<file path="src/rtl/riscv_pkg.sv">
// riscv_pkg: shared ALU control codes, payload widths and the EX/MEM payload layout
package riscv_pkg;
  localparam int XLEN = 64;
  localparam int REG_W = 5;
  typedef enum logic [3:0] {
    ALU_AND  = 4'b0000,
    ALU_OR   = 4'b0001,
    ALU_ADD  = 4'b0010,
    ALU_XOR  = 4'b0011,
    ALU_SLL  = 4'b0100,
    ALU_SRL  = 4'b0101,
    ALU_SUB  = 4'b0110,
    ALU_SRA  = 4'b0111,
    ALU_SLT  = 4'b1000,
    ALU_SLTU = 4'b1001
  } alu_ctrl_e;
  localparam logic [3:0] ALU_CTRL_MAX = 4'b1001;
  typedef struct packed {
    logic [XLEN-1:0]  result;
    logic [XLEN-1:0]  store_data;
    logic [REG_W-1:0] rd;
    logic             reg_write;
    logic             mem_read;
    logic             mem_write;
    logic             mem_to_reg;
    logic             carry;
    logic             overflow;
    logic             branch_taken;
    logic             illegal;
  } ex_mem_t;
  function automatic logic is_illegal(input logic [3:0] ctrl);
    return ctrl > ALU_CTRL_MAX;
  endfunction
  function automatic logic has_flags(input logic [3:0] ctrl);
    return ctrl == ALU_ADD || ctrl == ALU_SUB;
  endfunction
endpackage

</file>
<file path="src/rtl/ex_mem_skid.sv">
// ex_mem_skid: two-entry elastic buffer (main + skid) with registered in_ready
module ex_mem_skid #(
  parameter int W = 8
) (
  input  logic         clk,
  input  logic         reset,
  input  logic         flush,
  input  logic         in_valid,
  output logic         in_ready,
  input  logic [W-1:0] in_data,
  output logic         out_valid,
  input  logic         out_ready,
  output logic [W-1:0] out_data
);
  logic         main_valid, skid_valid;
  logic [W-1:0] main_data, skid_data;
  logic         accept, drain;
  assign in_ready  = ~skid_valid;
  assign out_valid = main_valid;
  assign out_data  = main_data;
  assign accept    = in_valid & in_ready & ~flush;
  assign drain     = ~main_valid | out_ready;
  // main refills from skid first to keep order; skid only captures while main is held
  always_ff @(posedge clk or posedge reset)
    if (reset) begin
      main_valid <= 1'b0;
      skid_valid <= 1'b0;
      main_data  <= '0;
      skid_data  <= '0;
    end else if (flush) begin
      main_valid <= 1'b0;
      skid_valid <= 1'b0;
    end else if (drain) begin
      main_valid <= skid_valid | accept;
      skid_valid <= skid_valid & accept;
      if (skid_valid) main_data <= skid_data;
      else if (accept) main_data <= in_data;
      if (skid_valid & accept) skid_data <= in_data;
    end else if (accept) begin
      skid_valid <= 1'b1;
      skid_data  <= in_data;
    end
endmodule

</file>
<file path="src/rtl/ex_mem_stage.sv">
// ex_mem_stage: EX/MEM pipeline register with branch, illegal-op and flag masking
module ex_mem_stage
  import riscv_pkg::*;
(
  input  logic             clk,
  input  logic             reset,
  input  logic             flush,
  input  logic             in_valid,
  output logic             in_ready,
  input  logic [3:0]       in_alu_ctrl,
  input  logic [XLEN-1:0]  in_result,
  input  logic             in_zero,
  input  logic             in_carry,
  input  logic             in_overflow,
  input  logic [XLEN-1:0]  in_store_data,
  input  logic [REG_W-1:0] in_rd,
  input  logic             in_reg_write,
  input  logic             in_mem_read,
  input  logic             in_mem_write,
  input  logic             in_mem_to_reg,
  input  logic             in_branch,
  output logic             out_valid,
  input  logic             out_ready,
  output logic [XLEN-1:0]  out_result,
  output logic [XLEN-1:0]  out_store_data,
  output logic [REG_W-1:0] out_rd,
  output logic             out_reg_write,
  output logic             out_mem_read,
  output logic             out_mem_write,
  output logic             out_mem_to_reg,
  output logic             out_carry,
  output logic             out_overflow,
  output logic             out_branch_taken,
  output logic             out_illegal
);
  ex_mem_t in_pl, out_pl;
  logic    ill, flg;
  // pack the entry, masking side effects of illegal ops and flags of non-arithmetic ops
  always_comb begin
    ill                = is_illegal(in_alu_ctrl);
    flg                = has_flags(in_alu_ctrl);
    in_pl.result       = in_result;
    in_pl.store_data   = in_store_data;
    in_pl.rd           = in_rd;
    in_pl.reg_write    = in_reg_write & ~ill;
    in_pl.mem_read     = in_mem_read & ~ill;
    in_pl.mem_write    = in_mem_write & ~ill;
    in_pl.mem_to_reg   = in_mem_to_reg;
    in_pl.carry        = in_carry & flg;
    in_pl.overflow     = in_overflow & flg;
    in_pl.branch_taken = in_branch & in_zero;
    in_pl.illegal      = ill;
  end
  ex_mem_skid #(.W($bits(ex_mem_t))) u_skid (
    .clk       (clk),
    .reset     (reset),
    .flush     (flush),
    .in_valid  (in_valid),
    .in_ready  (in_ready),
    .in_data   (in_pl),
    .out_valid (out_valid),
    .out_ready (out_ready),
    .out_data  (out_pl)
  );
  assign out_result       = out_pl.result;
  assign out_store_data   = out_pl.store_data;
  assign out_rd           = out_pl.rd;
  assign out_reg_write    = out_pl.reg_write;
  assign out_mem_read     = out_pl.mem_read;
  assign out_mem_write    = out_pl.mem_write;
  assign out_mem_to_reg   = out_pl.mem_to_reg;
  assign out_carry        = out_pl.carry;
  assign out_overflow     = out_pl.overflow;
  assign out_branch_taken = out_pl.branch_taken;
  assign out_illegal      = out_pl.illegal;
endmodule

</file>
<file path="config.mk">
export PLATFORM = sky130hd
export DESIGN_NAME = ex_mem_stage
export DESIGN_NICKNAME = d
export VERILOG_FILES = /design/src/rtl/riscv_pkg.sv /design/src/rtl/ex_mem_skid.sv /design/src/rtl/ex_mem_stage.sv
export SDC_FILE = /design/constraint.sdc
export NUM_CORES = 1
export LEC_CHECK = 0
export ABC_AREA = 1
export BUFFER_PORTS_ARGS = -buffer_cell sky130_fd_sc_hd__buf_2
export CAP_MARGIN = 20
export CORE_ASPECT_RATIO = 1.2
export CORE_UTILIZATION = 50
export CTS_BUF_LIST = sky130_fd_sc_hd__clkbuf_4 sky130_fd_sc_hd__clkbuf_8
export DETAILED_ROUTE_END_ITERATION = 16
export GPL_TIMING_DRIVEN = 0
export PLACE_DENSITY = 0.75
export SLEW_MARGIN = 15
export SYNTH_ARGS = -nofsm -noshare
export SYNTH_HDL_FRONTEND = slang
export SYNTH_SLANG_ARGS = --single-unit
</file>
<file path="constraint.sdc">
create_clock -name clk -period 15.45 [get_ports clk]
set_input_delay 0.7725 -clock clk [delete_from_list [all_inputs] [get_ports clk]]
set_output_delay 0.7725 -clock clk [all_outputs]
set_load 0.01 [all_outputs]
</file>
# == Word-level counts from Yosys, hierarchy flattened ==
# Index checks and enable logic that the tools add are counted.
# totals
register_bits,284
input_bits,150
word_cells,39
output_inout_bits,143
# op_classes
magnitude_cmp,1
n_mux,9
eq_ne,3
n_bitwise,15
reduce_logical,7
# ops
cell,count
2-to-1 mux 141 bit,4
AND 1 bit,9
AND reduction 3 bit,2
nonzero test 2 bit,3
2-to-1 mux 1 bit,5
"equality test 4 x 2 -> 1 bit, second input constant",1
"equality test 4 x 3 -> 1 bit, second input constant",1
"> comparator 4 bit, second input constant",1
NOT 1 bit,4
nonzero test 3 bit,1
"inequality test 2 bit, second input constant",1
OR 1 bit,2
logical OR 1 bit,1

# == Logic depth before layout (Yosys ltp) ==
# Gate-level depths: netlist (run 1).
# logic_depth
depth_word,6
ltp_mapped,8
ltp_nobuf,6

# == Modules after synthesis ==
# A second synthesis (run 1) with hierarchy kept.
# hier_totals
hier_cells,1708
hier_area_um2,12936.2
# by_module_without_submodules
mod,n_inst,cells_each,seq_area_each_um2,area_each_um2
ex_mem_skid,1,1692,7106.8,12869.8
ex_mem_stage,1,16,0.0,66.3

# == Worst setup path before layout (run 1) ==
# Ideal clock, no wire load.
# synth_path
path_type,input -> register
start,input out_ready
end,register u_skid.skid_data[107]
path_buffers,2
slack_ns,13.852
required_time_ns,15.332
setup_ns,0.118
cell_stages,8
arrival_time_ns,1.480
path_cell_list,inv_1 -> nand2_1 -> nor2_1 -> nand2_2 -> buf_6 -> buf_2 -> nand2_1 -> o21ai_2
# synth_between
elab_chain_cells,3
word_cells_on_any_way,5
classes_between,eq/ne (1); mux (1); bitwise (1); reduce/logical (2)
# synth_rtl
item,line,source
start: declaration,ex_mem_stage.sv:23,"input logic out_ready,"
OR 1 bit *,ex_mem_skid.sv:22,assign drain = ~main_valid | out_ready;
inequality test 2 bit (no line) or nonzero test 2 bit (tied branches),--,
AND reduction 3 bit (no line),--,
end signal: assignment,ex_mem_skid.sv:38,if (skid_valid & accept) skid_data <= in_data;
end signal: assignment,ex_mem_skid.sv:41,skid_data <= in_data;
end: declaration,ex_mem_skid.sv:16,"logic [W-1:0] main_data, skid_data;"
# Every way passes the cells marked *; elsewhere a longest branch is shown, timed or not.
# A chain may end at the register's enable or synchronous reset.

# == Final worst setup path (run 1) ==
# layout_path
start,register u_skid.skid_valid
end,output in_ready
# layout_between
elab_chain_cells,1
# layout_rtl
item,line,source
start: declaration,ex_mem_skid.sv:15,"logic main_valid, skid_valid;"
start signal: assignment,ex_mem_skid.sv:35,skid_valid <= skid_valid & accept;
NOT 1 bit,ex_mem_skid.sv:18,assign in_ready = ~skid_valid;
end: declaration,ex_mem_stage.sv:9,"output logic in_ready,"
# Every way passes these cells.

==> reports/summary.txt, run 1 <==
status - finished, final reports clean
fmax - 414.0 MHz
initial core utilization - 0.5071
GRT met3 Usage - 0.04961
final worst slack - 13.03 ns
crit-path leading delay family - buffers and inverters
CTS HTree Levels - 2
commonest non-fill, non-tap cell in the layout - nand2_1
drt pass-1 iters - 6
largest net degree at the start of global routing - 113
final wirelength - 33100 µm
ANT nets after route - 0
RSZ-0062 raised after global routing - no
Routed WL per cell - 14.81 µm
hold buffers post-CTS - 0
Die W - 146.4 µm
vias in the first global route - 11030
DP Worst Slack - 13.13 ns
Clock Latency Late Sink - 0.54 ns
hpwl dp - 22950 µm
VDD IR max - 0.06941 mV
met1 Use GR - 0.3449
# rows - 63
CTS Buffer Depth - 3
Synthesized Nets - 1680
I/O Buffers - 292
GR Layer Usage met2 - 0.4165
Critical Path Fanout Max - 10
die area - 25660 µm²
CTS clk-pin slew, worst paths - 0.07 ns
slowest cell on the critical path - dfrtp_1
antenna violations before repair - 5
WP data required - 14.68 ns
final core occ - 0.6272
Unique masters post-synth - 16
Crit. End Element - output pin
Tcrit/Tclk final - 0.1563
Fillers - 2164
most frequent cells in the layout - nand2_1 (714), buf_2 (339), dfrtp_1 (284)
critical path class - flip-flop to output pin
CTS tree - yes
# setup viols final - 0
Multi-input gate area - 4290 µm²
routability congestion estimate - 0.8301
Tmin final - 2.415 ns
I/O Pins - 293
worst clock skew - 0.01434 ns
Critical Path AT - 1.64 ns
vias - 11040
Slew @ Worst Pin - 0.6123 ns
clock buffer count from CTS - 45
Die H - 175.3 µm
post-CTS sizing - 0
Fin Setup TNS - 0 ns
Sink Count - 284
gr ovfl total - 0
gr busiest metal - met2
YS warnings - 0
sequential fraction of the synthesis area - 0.5681
FF+latch count, synth - 284
routed vias/inst - 4.938
synthesized area per cell - 8.177 µm²
startpoint types - flip-flop
Crit path buffers/inverters - 3
Mapped Area - 12510 µm²
first-pass GRT wire length - 53900 µm
crit-path cells - inv_2, clkbuf_1, buf_2
Final Net Count - 2021
synthesized netlist cell count - 1530
P&R area growth vs syn - 23.68%
Leakage - 8.608 nW
Pins Over Slew Limit - 0
max incr delay on CP - 0.40 ns
GRT Total Usage - 0.2611
sequential cell area - 7107 µm²
Max-Cap Viols - 0
worst min-delay path class - input port to async pin
Fin. Hold Viols - 0
CTS root buffer - clkbuf_8
CORE AREA - 24670 µm²
post-CTS setup buffers - 0
Initial DRC Count - 641
Slew HR - 0.5875
share of post-route cells with drive strength above 1 - 0.2606
Pwr Density - 130.9 nW/µm²
Post-route DRC - 0
metrics by stage:
step	total power [W]	area (µm²)	hold slack, ns	instances
5_1_grt	0.002131	15470	0.3047	2234
3_3_place_gp	0.001313	14380	0.4566	2147
2_1_floorplan	0.001183	12510	0.4548	1530
4_1_cts	0.002039	15470	0.2785	2232
6_report	0.002025	15470	0.2760	2235
3_5_place_dp	0.001332	14440	0.4594	2149
cells by family after synthesis:
family                 after synthesis  share of synthesized area
AO/OA/AOI/OAI                      278                     0.1223
buffers and inverters              236                    0.08901
flip-flops                         284                     0.5681
AND/OR/NAND/NOR                    732                     0.2206
metal layers:
layer  up-vias  share of wire  routed length, µm
li1       5405              -                  -
met1      5129           0.43              14300
met2       396           0.47              15420
met3       104          0.058               1913
met4         2          0.044               1454
met5         -        0.00024                  8
synth_stat cells, drive strengths merged:
master  instances  area [µm²]
buf            78       520.5
clkbuf         14       52.55
dfrtp         284        7107
inv           144       540.5
nand2         715        2686
nand3           2       10.01
nand4           2       12.51
nor2           13       51.30
o21ai         278        1530
final cells by class:
type,count,area share
clock buffers,75,0.06186
well taps,325,0.02628
repair buffers,294,0.09800
inverters,144,0.03542
flip-flops and latches,284,0.4593
plain buffers,92,0.03703
diodes,3,0.0004852
multi-input cells,1010,0.2773
clock inverters,8,0.004366
where the power goes:
| group | total (W) | internal [W] | switching [W] | leakage, nW |
|---|---|---|---|---|
| Combinational | 0.000349 | 0.000145 | 0.000204 | 4.50 |
| Clock | 0.000705 | 0.000408 | 0.000298 | 0.546 |
| Sequential | 0.000971 | 0.000891 | 0.0000801 | 3.57 |
| Total | 0.00203 | 0.00144 | 0.000581 | 8.61 |
registers in the layout, summed over array words and instances (netlist names):
signal             flops
u_skid.out_data      141
u_skid.skid_data     141
u_skid.out_valid       1
u_skid.skid_valid      1
worst paths after layout:
check,startpoint,to,slack (ns),cells after the start
setup / recovery,u_skid.skid_valid$_DFFE_PP0P_,in_ready,13.03,3
hold reg to reg,u_skid.out_data[91]$_DFFE_PP0P_,u_skid.out_data[91]$_DFFE_PP0P_,0.47,2
setup reg to reg,u_skid.skid_valid$_DFFE_PP0P_,u_skid.out_data[65]$_DFFE_PP0P_,13.90,5
min in group clk,flush,u_skid.out_valid$_DFFE_PP0P_,0.46,2
max in group asynchronous,reset,u_skid.skid_data[113]$_DFFE_PP0P_,13.79,4
hold / removal,reset,u_skid.out_data[68]$_DFFE_PP0P_,0.28,2
Power figures use the tool's default switching activity.
==> run 2, diff against run 1 <==
Settings changed: PLACE_DENSITY 0.75 to 0.78.
Clock period 15.45 ns to 2.1 ns, I/O delays scaled along.
==> reports/summary.txt, run 2 (same netlist as run 1, synthesis figures left out) <==
status - finished, final reports clean (unchanged)
most frequent cells in the layout - nand2_1 (714), buf_2 (339), dfrtp_1 (284) (unchanged)
VDD IR max - 0.5478 mV (was 0.06941 mV)
Die H - 175.3 µm (unchanged)
Leakage - 9.234 nW (was 8.608 nW)
Final Net Count - 2176 (was 2021)
startpoint types - flip-flop (unchanged)
Post-route DRC - 0 (unchanged)
Crit. End Element - output pin (unchanged)
Hold WS - 0.05869 ns (was 0.2760 ns)
Critical Path Fanout Max - 10 (unchanged)
critical path class - flip-flop to output pin (unchanged)
ANT nets after route - 0 (unchanged)
Slew @ Worst Pin - 0.7172 ns (was 0.6123 ns)
vias - 12040 (was 11040)
final wirelength - 37020 µm (was 33100 µm)
max incr delay on CP - 0.41 ns (was 0.40 ns)
Fillers - 1832 (was 2164)
# rows - 63 (unchanged)
CTS tree - yes (unchanged)
Max-Cap Viols - 0 (unchanged)
Critical Path AT - 1.69 ns (was 1.64 ns)
first-pass GRT wire length - 59500 µm (was 53900 µm)
RSZ-0062 raised after global routing - no (unchanged)
I/O Pins - 293 (unchanged)
CTS clk-pin slew, worst paths - 0.06 ns (was 0.07 ns)
Die W - 146.4 µm (unchanged)
gr ovfl total - 0 (unchanged)
CORE AREA - 24670 µm² (unchanged)
Tmin final - 1.799 ns
Clock Latency Late Sink - 0.55 ns (was 0.54 ns)
CTS root buffer - clkbuf_8 (unchanged)
commonest non-fill, non-tap cell in the layout - nand2_1 (unchanged)
die area - 25660 µm² (unchanged)
post-CTS setup buffers - 0 (unchanged)
diode count - 0 (was 3)
clock buffer count from CTS - 45 (unchanged)
CTS Buffer Depth - 3 (unchanged)
largest net degree at the start of global routing - 38 (was 113)
Tcrit/Tclk final - 0.8565
routed vias/inst - 5.053 (was 4.938)
Slew HR - 0.5208 (was 0.5875)
placed insts - 2155 (was 2149)
Sink Count - 284 (unchanged)
P&R area growth vs syn - 35.77% (was 23.68%)
worst min-delay path class - input port to flip-flop (was input port to async pin)
Post-Layout Cell Count - 2383 (was 2235)
Multi-input gate area - 4290 µm² (unchanged)
DP Worst Slack - 0.5461 ns (was 13.13 ns)
crit-path cells - inv_2, clkbuf_1, buf_2 (unchanged)
WP data required - 2.00 ns (was 14.68 ns)
Fin Setup TNS - 0 ns (unchanged)
fmax - 556.0 MHz
I/O Buffers - 292 (unchanged)
final worst slack - 0.3014 ns (was 13.03 ns)
drt pass-1 iters - 5 (was 6)
Initial DRC Count - 653 (was 641)
Pins Over Slew Limit - 0 (unchanged)
initial core utilization - 0.5071 (unchanged)
Fin. Hold Viols - 0 (unchanged)
routability congestion estimate - 0.8236 (was 0.8301)
vias in the first global route - 12210 (was 11030)
sequential cell area - 7107 µm² (unchanged)
slowest cell on the critical path - clkbuf_1 (was dfrtp_1)
share of post-route cells with drive strength above 1 - 0.2425 (was 0.2606)
hpwl dp - 23540 µm (was 22950 µm)
Routed WL per cell - 15.53 µm (was 14.81 µm)
GRT Total Usage - 0.2888 (was 0.2611)
# setup viols final - 0 (unchanged)
CTS HTree Levels - 2 (unchanged)
Pwr Density - 879.0 nW/µm² (was 130.9 nW/µm²)
antenna violations before repair - 0 (was 5)
worst clock skew - 0.01424 ns (was 0.01434 ns)
run 2: metal layers:
metal | GRT usage | vias up | wire length [µm]
li1 | - | 5705 | -
met1 | 0.3505 | 5630 | 14440
met2 | 0.4935 | 556 | 18410
met3 | 0.04623 | 150 | 2312
met4 | 0.1580 | 0 | 1856
met5 | 0 | - | 0
run 2: worst paths after layout:
| path | startpoint | end | slack, ns | depth (start not counted) |
|---|---|---|---|---|
| worst max register to register | u_skid.skid_valid$_DFFE_PP0P_ | u_skid.out_data[18]$_DFFE_PP0P_ | 0.53 | 7 |
| max in group asynchronous | reset | u_skid.out_data[57]$_DFFE_PP0P_ | 0.78 | 6 |
| min in group asynchronous | reset | u_skid.out_data[138]$_DFFE_PP0P_ | 0.24 | 3 |
| worst min-delay path | in_alu_ctrl[2] | u_skid.out_data[0]$_DFFE_PP0P_ | 0.06 | 7 |
| worst min register to register | u_skid.out_data[54]$_DFFE_PP0P_ | u_skid.out_data[54]$_DFFE_PP0P_ | 0.47 | 2 |
| worst max-delay path | u_skid.skid_valid$_DFFE_PP0P_ | in_ready | 0.30 | 3 |
run 2: timing repair:
item	4_1_cts	5_1_grt
gates resized for setup	0	0
endpoints found under the hold margin	309	0
hold buffers	149	0
run 2: report_power, final:
| group | switching [W] | internal [W] |
|---|---|---|
| clock | 0.00212 | 0.00276 |
| sequential | 0.000622 | 0.00655 |
| combinational | 0.00160 | 0.00127 |
| total | 0.00435 | 0.0106 |
run 2: per-stage QoR:
stage | area, µm² | total power [W] | utilization
2_1_floorplan | 12510 | 0.008708 | -
4_1_cts | 16990 | 0.01493 | 0.6885
3_5_place_dp | 14550 | 0.009827 | 0.5897
6_report | 16990 | 0.01493 | 0.6885
3_3_place_gp | 14380 | 0.009662 | 0.5829
5_1_grt | 16990 | 0.01566 | 0.6885
run 2: layout make-up:
cell class,instances,share of cell area
timing repair buffer,449,0.1837
buffer,92,0.03374
sequential,284,0.4184
multi-input combinational,1010,0.2526
clock buffer,76,0.05458
tap,325,0.02394
clock inverter,3,0.001031
inverter,144,0.03204
run 2: critical path, delay by kind of cell (launching register included):
family                 cells  cell delay [ns]
buffers and inverters      3             0.74
DFF                        1             0.40
